**config.mk**
```make
export PLATFORM = sky130hd
export DESIGN_NAME = seg_scan_ctrl
export DESIGN_NICKNAME = d
export VERILOG_FILES = /design/src/rtl/seg_pkg.sv /design/src/rtl/seg_decode_lut.sv /design/src/rtl/seg_scan_ctrl.sv
export SDC_FILE = /design/constraint.sdc
export NUM_CORES = 1
export LEC_CHECK = 0
export CAP_MARGIN = 30
export CORE_MARGIN = 4
export CORE_UTILIZATION = 60
export CTS_BUF_LIST = sky130_fd_sc_hd__clkbuf_8
export CTS_CLUSTER_DIAMETER = 50
export DETAILED_ROUTE_END_ITERATION = 8
export PLACE_DENSITY = 0.84
export SLEW_MARGIN = 25
export SYNTH_ARGS = -nofsm -noshare
export SYNTH_HDL_FRONTEND = slang
export SYNTH_HIERARCHICAL = 1
export SYNTH_SLANG_ARGS = --single-unit
```
**constraint.sdc**
```tcl
create_clock -name clk_in -period 5.1 [get_ports clk_in]
set_input_delay 1.53 -clock clk_in [delete_from_list [all_inputs] [get_ports clk_in]]
set_output_delay 1.53 -clock clk_in [all_outputs]
set_load 0.03 [all_outputs]
```
**src/rtl/seg_pkg.sv**
```systemverilog
// Shared definitions for the 7-segment scan controller.
//   - SEG_* constants: segment patterns in {G,F,E,D,C,B,A} order, active-high.
//   - seg_decode(): BCD code to 7-segment pattern.
//   - scan_state_t: scan slot phase (blanking gap or digit lit).
package seg_pkg;

    localparam logic [6:0] SEG_0     = 7'h3f;
    localparam logic [6:0] SEG_1     = 7'h06;
    localparam logic [6:0] SEG_2     = 7'h5b;
    localparam logic [6:0] SEG_3     = 7'h4f;
    localparam logic [6:0] SEG_4     = 7'h66;
    localparam logic [6:0] SEG_5     = 7'h6d;
    localparam logic [6:0] SEG_6     = 7'h7d;
    localparam logic [6:0] SEG_7     = 7'h07;
    localparam logic [6:0] SEG_8     = 7'h7f;
    localparam logic [6:0] SEG_9     = 7'h6f;
    localparam logic [6:0] SEG_DASH  = 7'h40;
    localparam logic [6:0] SEG_BLANK = 7'h00;

    typedef enum logic {
        ST_BLANK = 1'b0,
        ST_SHOW  = 1'b1
    } scan_state_t;

    // 4'hE renders as a dash; the remaining non-decimal codes stay dark.
    function automatic logic [6:0] seg_decode(input logic [3:0] bcd);
        logic [6:0] seg;
        seg = SEG_BLANK;
        case (bcd)
            4'h0: seg = SEG_0;
            4'h1: seg = SEG_1;
            4'h2: seg = SEG_2;
            4'h3: seg = SEG_3;
            4'h4: seg = SEG_4;
            4'h5: seg = SEG_5;
            4'h6: seg = SEG_6;
            4'h7: seg = SEG_7;
            4'h8: seg = SEG_8;
            4'h9: seg = SEG_9;
            4'hE: seg = SEG_DASH;
            default: seg = SEG_BLANK;
        endcase
        return seg;
    endfunction

endpackage

```
**src/rtl/seg_decode_lut.sv**
```systemverilog
// Combinational BCD to 7-segment lookup.
//   bcd : input  [3:0]  digit code
//   seg : output [6:0]  {G,F,E,D,C,B,A}, active-high
module seg_decode_lut
    import seg_pkg::*;
(
    input  logic [3:0] bcd,
    output logic [6:0] seg
);

    assign seg = seg_decode(bcd);

endmodule

```
**src/rtl/seg_scan_ctrl.sv**
```systemverilog
// Time-multiplexed scan controller for NUM_DIGITS 7-segment digits sharing
// one segment bus. Frames of digit codes are written into a shadow buffer
// and copied to the displayed (active) buffer only at a frame boundary, so
// a frame never tears. Each digit slot starts with an all-off blanking gap
// to suppress ghosting, then lights the digit for DWELL_CYCLES.
//
// Ports:
//   clk_in     : system clock
//   rst_in     : asynchronous reset, active-high
//   wr_valid   : writer offers a frame (wr_code / wr_dp)
//   wr_ready   : shadow buffer free; a frame is taken on wr_valid && wr_ready
//   wr_code    : 4-bit code per digit, digit i = [4i+3:4i]
//   wr_dp      : decimal point per digit
//   digit_en   : live per-digit enable, not buffered
//   seg_out    : {DP,G,F,E,D,C,B,A}, active-high, registered
//   dig_sel    : digit selects, asserted level set by DIG_ACTIVE_LOW, registered
//   frame_tick : one-cycle pulse in the last lit cycle of the last digit
module seg_scan_ctrl
    import seg_pkg::*;
#(
    parameter int NUM_DIGITS     = 2,
    parameter int DWELL_CYCLES   = 12000,
    parameter int BLANK_CYCLES   = 120,
    parameter bit DIG_ACTIVE_LOW = 1'b1
) (
    input  logic                      clk_in,
    input  logic                      rst_in,
    input  logic                      wr_valid,
    output logic                      wr_ready,
    input  logic [4*NUM_DIGITS-1:0]   wr_code,
    input  logic [NUM_DIGITS-1:0]     wr_dp,
    input  logic [NUM_DIGITS-1:0]     digit_en,
    output logic [7:0]                seg_out,
    output logic [NUM_DIGITS-1:0]     dig_sel,
    output logic                      frame_tick
);

    localparam int CNT_MAX = (DWELL_CYCLES > BLANK_CYCLES) ? DWELL_CYCLES : BLANK_CYCLES;
    localparam int CNT_W   = (CNT_MAX > 1) ? $clog2(CNT_MAX) : 1;
    localparam int IDX_W   = (NUM_DIGITS > 1) ? $clog2(NUM_DIGITS) : 1;

    localparam logic [CNT_W-1:0]      DWELL_LAST = CNT_W'(DWELL_CYCLES - 1);
    localparam logic [CNT_W-1:0]      BLANK_LAST = CNT_W'(BLANK_CYCLES - 1);
    localparam logic [IDX_W-1:0]      IDX_LAST   = IDX_W'(NUM_DIGITS - 1);
    // XOR mask turning an active-high select vector into the pin polarity.
    localparam logic [NUM_DIGITS-1:0] SEL_MASK   = {NUM_DIGITS{DIG_ACTIVE_LOW}};

    scan_state_t               state_reg, state_next;
    logic [CNT_W-1:0]          cnt_reg, cnt_next;
    logic [IDX_W-1:0]          idx_reg, idx_next;

    logic [4*NUM_DIGITS-1:0]   shadow_code_reg, active_code_reg;
    logic [NUM_DIGITS-1:0]     shadow_dp_reg, active_dp_reg;
    logic                      pending_reg;

    logic [7:0]                seg_out_reg;
    logic [NUM_DIGITS-1:0]     dig_sel_reg;
    logic                      frame_tick_reg;

    logic                      accept;
    logic                      boundary;
    logic [3:0]                active_digit [NUM_DIGITS];
    logic [3:0]                show_code;
    logic [6:0]                show_seg;
    logic                      lit_next;
    logic [NUM_DIGITS-1:0]     sel_next;
    logic [7:0]                seg_next;
    logic                      frame_tick_next;

    assign wr_ready   = ~pending_reg;
    assign accept     = wr_valid && ~pending_reg;
    assign boundary   = (state_reg == ST_SHOW) && (idx_reg == IDX_LAST) && (cnt_reg == '0);

    assign seg_out    = seg_out_reg;
    assign dig_sel    = dig_sel_reg;
    assign frame_tick = frame_tick_reg;

    // Slot sequencer: each state runs for its length, counting down to 0.
    always_comb begin
        state_next = state_reg;
        cnt_next   = cnt_reg;
        idx_next   = idx_reg;
        if (cnt_reg != '0) begin
            cnt_next = cnt_reg - 1'b1;
        end else begin
            case (state_reg)
                ST_BLANK: begin
                    state_next = ST_SHOW;
                    cnt_next   = DWELL_LAST;
                end
                ST_SHOW: begin
                    state_next = ST_BLANK;
                    cnt_next   = BLANK_LAST;
                    idx_next   = (idx_reg == IDX_LAST) ? '0 : idx_reg + 1'b1;
                end
                default: begin
                    state_next = ST_BLANK;
                    cnt_next   = '0;
                    idx_next   = '0;
                end
            endcase
        end
    end

    generate
        for (genvar gi = 0; gi < NUM_DIGITS; gi++) begin : g_digit
            assign active_digit[gi] = active_code_reg[4*gi +: 4];
            assign sel_next[gi]     = lit_next && (idx_next == IDX_W'(gi));
        end
    endgenerate

    // Outputs are computed from the next slot state so the output registers
    // change on the same edge the state is entered. A lit digit never starts
    // on the commit edge (a blanking gap always follows the boundary), so the
    // current active buffer is the right source here.
    assign show_code = active_digit[idx_next];

    seg_decode_lut u_decode (
        .bcd (show_code),
        .seg (show_seg)
    );

    assign lit_next        = (state_next == ST_SHOW) && digit_en[idx_next];
    assign seg_next        = lit_next ? {active_dp_reg[idx_next], show_seg} : 8'h00;
    assign frame_tick_next = (state_next == ST_SHOW) && (idx_next == IDX_LAST) && (cnt_next == '0);

    always_ff @(posedge clk_in or posedge rst_in) begin
        if (rst_in) begin
            state_reg       <= ST_BLANK;
            cnt_reg         <= '0;
            idx_reg         <= '0;
            shadow_code_reg <= '0;
            shadow_dp_reg   <= '0;
            active_code_reg <= '0;
            active_dp_reg   <= '0;
            pending_reg     <= 1'b0;
            seg_out_reg     <= 8'h00;
            dig_sel_reg     <= SEL_MASK;
            frame_tick_reg  <= 1'b0;
        end else begin
            state_reg      <= state_next;
            cnt_reg        <= cnt_next;
            idx_reg        <= idx_next;
            seg_out_reg    <= seg_next;
            dig_sel_reg    <= sel_next ^ SEL_MASK;
            frame_tick_reg <= frame_tick_next;

            // Accept and commit are exclusive: accept needs pending clear,
            // commit needs it set.
            if (accept) begin
                shadow_code_reg <= wr_code;
                shadow_dp_reg   <= wr_dp;
                pending_reg     <= 1'b1;
            end else if (boundary && pending_reg) begin
                active_code_reg <= shadow_code_reg;
                active_dp_reg   <= shadow_dp_reg;
                pending_reg     <= 1'b0;
            end
        end
    end

endmodule

```
After elaboration in Yosys (flattened, before gate mapping)
Memory sizes are Yosys's and may differ from the RTL's. Index checks and enable logic that the tools add are counted.

Bits in registers: 48. Memory bits (read-only): 112. Bits of input ports: 15. Output and inout bits: 12. Word-level logic and storage cells: 53. Memories kept: 1.

Memories: (name not given) (words 16, bits a word 7, read ports 1, clocked after memory_dff 0, wr ports 0, RTL line seg_pkg.sv:29) `case (bcd)`.

Add/sub/neg operators: 2. Magnitude comparators: 2. Mux-type cells: 17. Bitwise logic cells: 6. Reduce and logical (&&, ||, !) cells: 14.

Operators with widths (number): $logic_not A14 Y1 (2); $pmux W14 S2 (1); $mux W14 (1); $reduce_bool A14 Y1 (1); $sub A14 B1 Y14 const B (1); $mux W4 (3); $mux W1 (10); $logic_and A1 B1 Y1 (9); $mux W8 (1); $not A1 Y1 (4); $ge A2 B2 Y1 const B (1); $lt A1 B2 Y1 const B (1); $not A1 Y2 (1); $not A2 Y2 (1); $pmux W1 S2 (1); $reduce_and A2 Y1 (1); $reduce_bool A2 Y1 (1); $add A1 B1 Y1 const B (1).

Longest topological paths before layout
An unclocked memory read counts as a cell.

Depth in word-level cells: 10. Gate-level depth with buffers: 13. Gate-level depth less buffers: 12.

Hierarchy
Netlist, hierarchy kept.

By module, submodules not included: seg_scan_ctrl (times used 1, cells an instance 181, area each 2220.9 µm², sequential area each 1203.7 µm²); seg_decode_lut (times used 1, cells an instance 30, area each 217.7 µm², sequential area each 0.0 µm²).

Worst setup path before layout
Ideal clock, no wire load.

Kind: reg2reg. From: register cnt_reg[3]. To: register seg_out_reg[0], in the netlist seg_out[0]. Library setup time: 0.133 ns. Arrival time: 2.545 ns. Required time: 4.967 ns. Setup slack: 2.422 ns. Stages on the path, launching flop included: 11. Buffers on the path: 0. Period minus slack after synthesis: 2.678 ns. Path through: dfrtp_1 -> nor4_1 -> nand4_2 -> mux2i_4 -> mux2_2 -> inv_1 -> ha_1 -> nor2_1 -> o21ai_2 -> o21ai_0 -> nor2b_1.

Longest elaborated chain between the ends: 8. Elaborated cells on any way between the ends: 12. Those cells by class: 8 x mux; 1 x bitwise; 2 x reduce/logical; 1 x memory.

RTL lines: from (decl) (RTL line seg_scan_ctrl.sv:49) `logic [CNT_W-1:0] cnt_reg, cnt_next;`; from (signal assigned) (RTL line seg_scan_ctrl.sv:142) `cnt_reg <= cnt_next;`; $reduce_bool A14 Y1 (RTL line seg_scan_ctrl.sv:83) `if (cnt_reg != '0) begin`; $mux W1 (RTL line seg_scan_ctrl.sv:83); $not A1 Y2 (not written as such) (RTL line seg_scan_ctrl.sv:116) `assign show_code = active_digit[idx_next];`; $mux W4 (not written as such) (3 in series) (RTL line seg_scan_ctrl.sv:116); named net show_code[1] (RTL line seg_scan_ctrl.sv:63) `logic [3:0] show_code;`; $mem_v2 Z16 W7; named net show_seg[0] (RTL line seg_scan_ctrl.sv:64) `logic [6:0] show_seg;`; $mux W8 (RTL line seg_scan_ctrl.sv:124) `assign seg_next = lit_next ? {active_dp_reg[idx_next], show_seg} : 8'h00;`; named net seg_next[0] (RTL line seg_scan_ctrl.sv:67) `logic [7:0] seg_next;`; to (signal assigned) (RTL line seg_scan_ctrl.sv:144) `seg_out_reg <= seg_next;`; to (decl) (RTL line seg_scan_ctrl.sv:56) `logic [7:0] seg_out_reg;`.

The timed path passes the listed nets, and every way through them passes these cells. The select of a mux whose other input is x is not followed. A chain may end at the register's enable or synchronous reset.

Final worst setup path
From: register cnt_reg[2]. To: register seg_out_reg[0], in the netlist seg_out[0].

Same word-level chain as after synthesis.

==> impl_metrics.csv <==
group,metric,value,unit
die,die_x,71.8,um
sta,period_minus_slack,3320,ps
worst_setup_path,worst_setup_path_end_kind,"flop",
cts,cts_resized,0,
worst_setup_path,rrSetupSlack,1780,ps
die,coreArea,3800,sq um
worst_setup_path,timing.rr.start,"cnt_reg[2]",
cts,clk_latency,300,ps
detailed_routing,drtIter0Drc,92,
power,p_sw_share,22.0,%
sta,setup_violations,0,
sta,clock_skew,6.12,ps
worst_setup_path,required,5270,ps
global_routing,grt_max_degree,33,
power,p_seq_share,55.1,%
cts,path_clk_slew,90,ps
power,leakagePower,1.19,nW
global_routing,grt_usage,18.0,%
place,numPlacedInstances,279,
synth,synth_seq_cells,48,
cts,cts_buffer_depth,2,
power,pwr-share-comb,6.1,%
power,p_sw,0.159,mW
cts,hold_buffers,0,
sta,rsz0062_at_grt,"false",
worst_setup_path,r2r_end,"seg_out[0]",
cts,htree_levels,2,
sta,setup_tns,0,ps
cts,cts_sinks,48,
worst_setup_path,r2r_cells,10,
worst_setup_path,cp.arrival,3490,ps
power,power_density,255,nW/um^2
worst_hold_path,min_path_type,"flop to flop",
die,initial_core_util,64.2,%
place,io_buffers,26,
status,status,"finished, final reports clean",
power,intPower,0.564,mW
synth,yosys_warnings,6,
worst_setup_path,crit_path_top_delay_cell,"nor4_1",
worst_setup_path,crit_path_max_fanout,10,
die,fp.dieH,71.8,um
global_routing,grt_pass1_vias,1562,
place,dpl.hpwl,3.04,mm
global_routing,grt_pass1_wl,7.27,mm
synth,seq_area_frac_synth,49.4,%
sta,slew_viol_final,0,
detailed_routing,viasPerCell,5.61,
detailed_routing,drt-pass1-iter-count,4,
worst_setup_path,startpoint_type,"flop",
synth,synth_area,2440,sq um
synth,synthCells,211,
die,dieArea,5150,sq um
detailed_routing,wl,4.17,mm
worst_hold_path,holdPathEnd,"cnt_reg[0]",
layout,final_cells,287,
sta,max_freq,301,MHz
sta,relSlewSlack,42.9,%
power,power,0.723,mW
detailed_routing,drc,0,
detailed_routing,routedWlPerCell,14.5,um
global_routing,antenna_found_initial,0,
cts,clockRootBuffer,"clkbuf_8",
synth,synth-async-reset-ratio,100,%
synth,syn_area_per_cell,11.6,sq um
die,ios,27,
layout,synthToLayoutAreaGrowth,16.5,%
worst_setup_path,critPathKind,"flop to flop",
sta,worst_slew_pin_slew,853,ps
layout,drive_above_1_share,24.7,%
run,cap_violations,0,
layout,fin_util,74.8,%
worst_hold_path,hold_depth,1,
power,clockPowerShare,38.8,%
sta,finalHoldViolCount,0,
layout,final_nets,262,
power,ir_worst_vdd,0.000198,V
worst_setup_path,worstPathCellList,"nor4_1, nand4_2, mux2i_4, mux2_2, inv_1, ha_1, nor2_1, o21ai_2, o21ai_0, nor2b_1",
synth,synth_ff_type,"dfrtp_1",
die,num_rows,22,
detailed_routing,ant_nets,0,
layout,largest_register_ff_count,14,
cts,cts_tree,"built",
worst_setup_path,slowest_delay,670,ps
synth,syn_nets,235,
sta,layout_worst_path_cycle_share,65.1,%
worst_hold_path,hold_start,"cnt_reg[0]",
synth,synth_edf_count,0,
place,place_congestion,0.962,
global_routing,overflow,0,
detailed_routing,vias,1610,
layout,fillers,274,
synth,ys_types,50,
cts,post_cts_buffers,0,
cts,cts_made_buffers,5,
layout,antennaDiodeCount,0,
[power groups by stage]
stage / registers (mW) / clock network [mW] / logic [mW]
after floorplan: 0.410 / 0 / 0.0167
after global placement: 0.405 / 0 / 0.0421
after detailed placement: 0.406 / 0 / 0.0452
after CTS: 0.399 / 0.285 / 0.0453
after global routing: 0.400 / 0.302 / 0.0486
final: 0.398 / 0.281 / 0.0442
[worst max path at each step]
stage	start	to	depth (start not counted)	slack, ps
after detailed placement	wr_valid	shadow_code_reg[4]	3	1890
final	cnt_reg[2]	seg_out[0]	10	1780
after floorplan	cnt_reg[3]	seg_out[0]	10	2420
after global placement	wr_valid	shadow_code_reg[4]	3	1920
after global routing	cnt_reg[3]	seg_out[3]	10	1560
after CTS	cnt_reg[2]	seg_out[0]	10	1820
[worst max-delay path, delay by kind of cell, from the launching register on]
kind / cells / cell delay [ps]
muxes: 2 / 910
AOI/OAI and AO/OA: 2 / 200
and+or+nand+nor: 4 / 1350
buffers and inverters: 1 / 130
adders and majority gates: 1 / 160
DFF: 1 / 440
[per-stage QoR]
step	instance area (sq um)	hold slack (ps)	setup WS, ps
3_3_place_gp	2710	470	1920
3_5_place_dp	2730	480	1890
6_report	2840	492	1780
2_1_floorplan	2440	448	2420
5_1_grt	2840	525	1560
4_1_cts	2840	492	1820
[synth_stat cells (2+ instances only)]
library cell  count  share of area [%]
dfrtp_1          46                 47
mux2_2           27                 12
nor2_1           14                2.2
inv_1            11                1.7
nand2_1          11                1.7
nor2b_1          11                2.8
a21oi_1           9                1.8
ha_1              9                4.6
xnor2_1           7                2.5
nor4_1            6                1.5
nor3_1            5                1.0
o21ai_0           5                1.0
buf_4             3               0.92
nand2b_1          3               0.77
a211oi_1          2               0.62
a21oi_2           2               0.72
buf_6             2               0.92
dfstp_2           2                2.2
mux2i_1           2               0.82
nand3_1           2               0.41
o21ai_2           2               0.72
or2_2             2               0.51
[cell type report]
type                            instances  area [sq um]  share of cell area (%)
Sequential cell                        48          1200                    42.4
Multi-Input combinational cell        144          1140                    40.0
Timing Repair Buffer                   27           280                    9.87
Clock buffer                            5          68.8                    2.42
Tap cell                               48          60.1                    2.11
Clock inverter                          3          46.3                    1.63
Inverter                               12          45.0                    1.59
[layout by cell type, fill, tap and decap left out, drive strengths merged, types with 2 or more instances in the layout]
cell           instances
dfrtp                 46
mux2                  27
clkdlybuf4s50         26
nor2                  14
inv                   13
nor2b                 11
nand2                 11
a21oi                 11
ha                     9
nor4                   8
xnor2                  7
o21ai                  7
nor3                   6
clkbuf                 5
nand2b                 3
mux2i                  3
or2                    2
a211oi                 2
nand3                  2
dfstp                  2
a31oi                  2
[cell families (layout without fill, tap and decap cells)]
| group | Yosys count | after routing | share of synthesized area, % |
|---|---|---|---|
| flip-flops | 48 | 48 | 49.4 |
| multiplexers | 30 | 30 | 14.2 |
| buffers and inverters | 19 | 47 | 4.05 |
| AND/OR/NAND/NOR | 68 | 68 | 16.6 |
| AO/OA/AOI/OAI | 29 | 29 | 8.26 |
| XOR/XNOR | 8 | 8 | 2.87 |
| adder cells (fa/ha/maj) | 9 | 9 | 4.62 |
[metal layers]
| layer | vias to the layer above | GRT usage (%) | part of all wire (%) | wire length (um) |
|---|---|---|---|---|
| li1 | 790 | - | - | - |
| met1 | 776 | 25.2 | 49 | 2040 |
| met2 | 37 | 27.0 | 45 | 1880 |
| met3 | 7 | 5.19 | 4.5 | 189 |
| met4 | 0 | 6.26 | 1.5 | 63 |
| met5 | - | 0 | 0 | 0 |
Note: power is estimated with default switching activity, not from simulation.
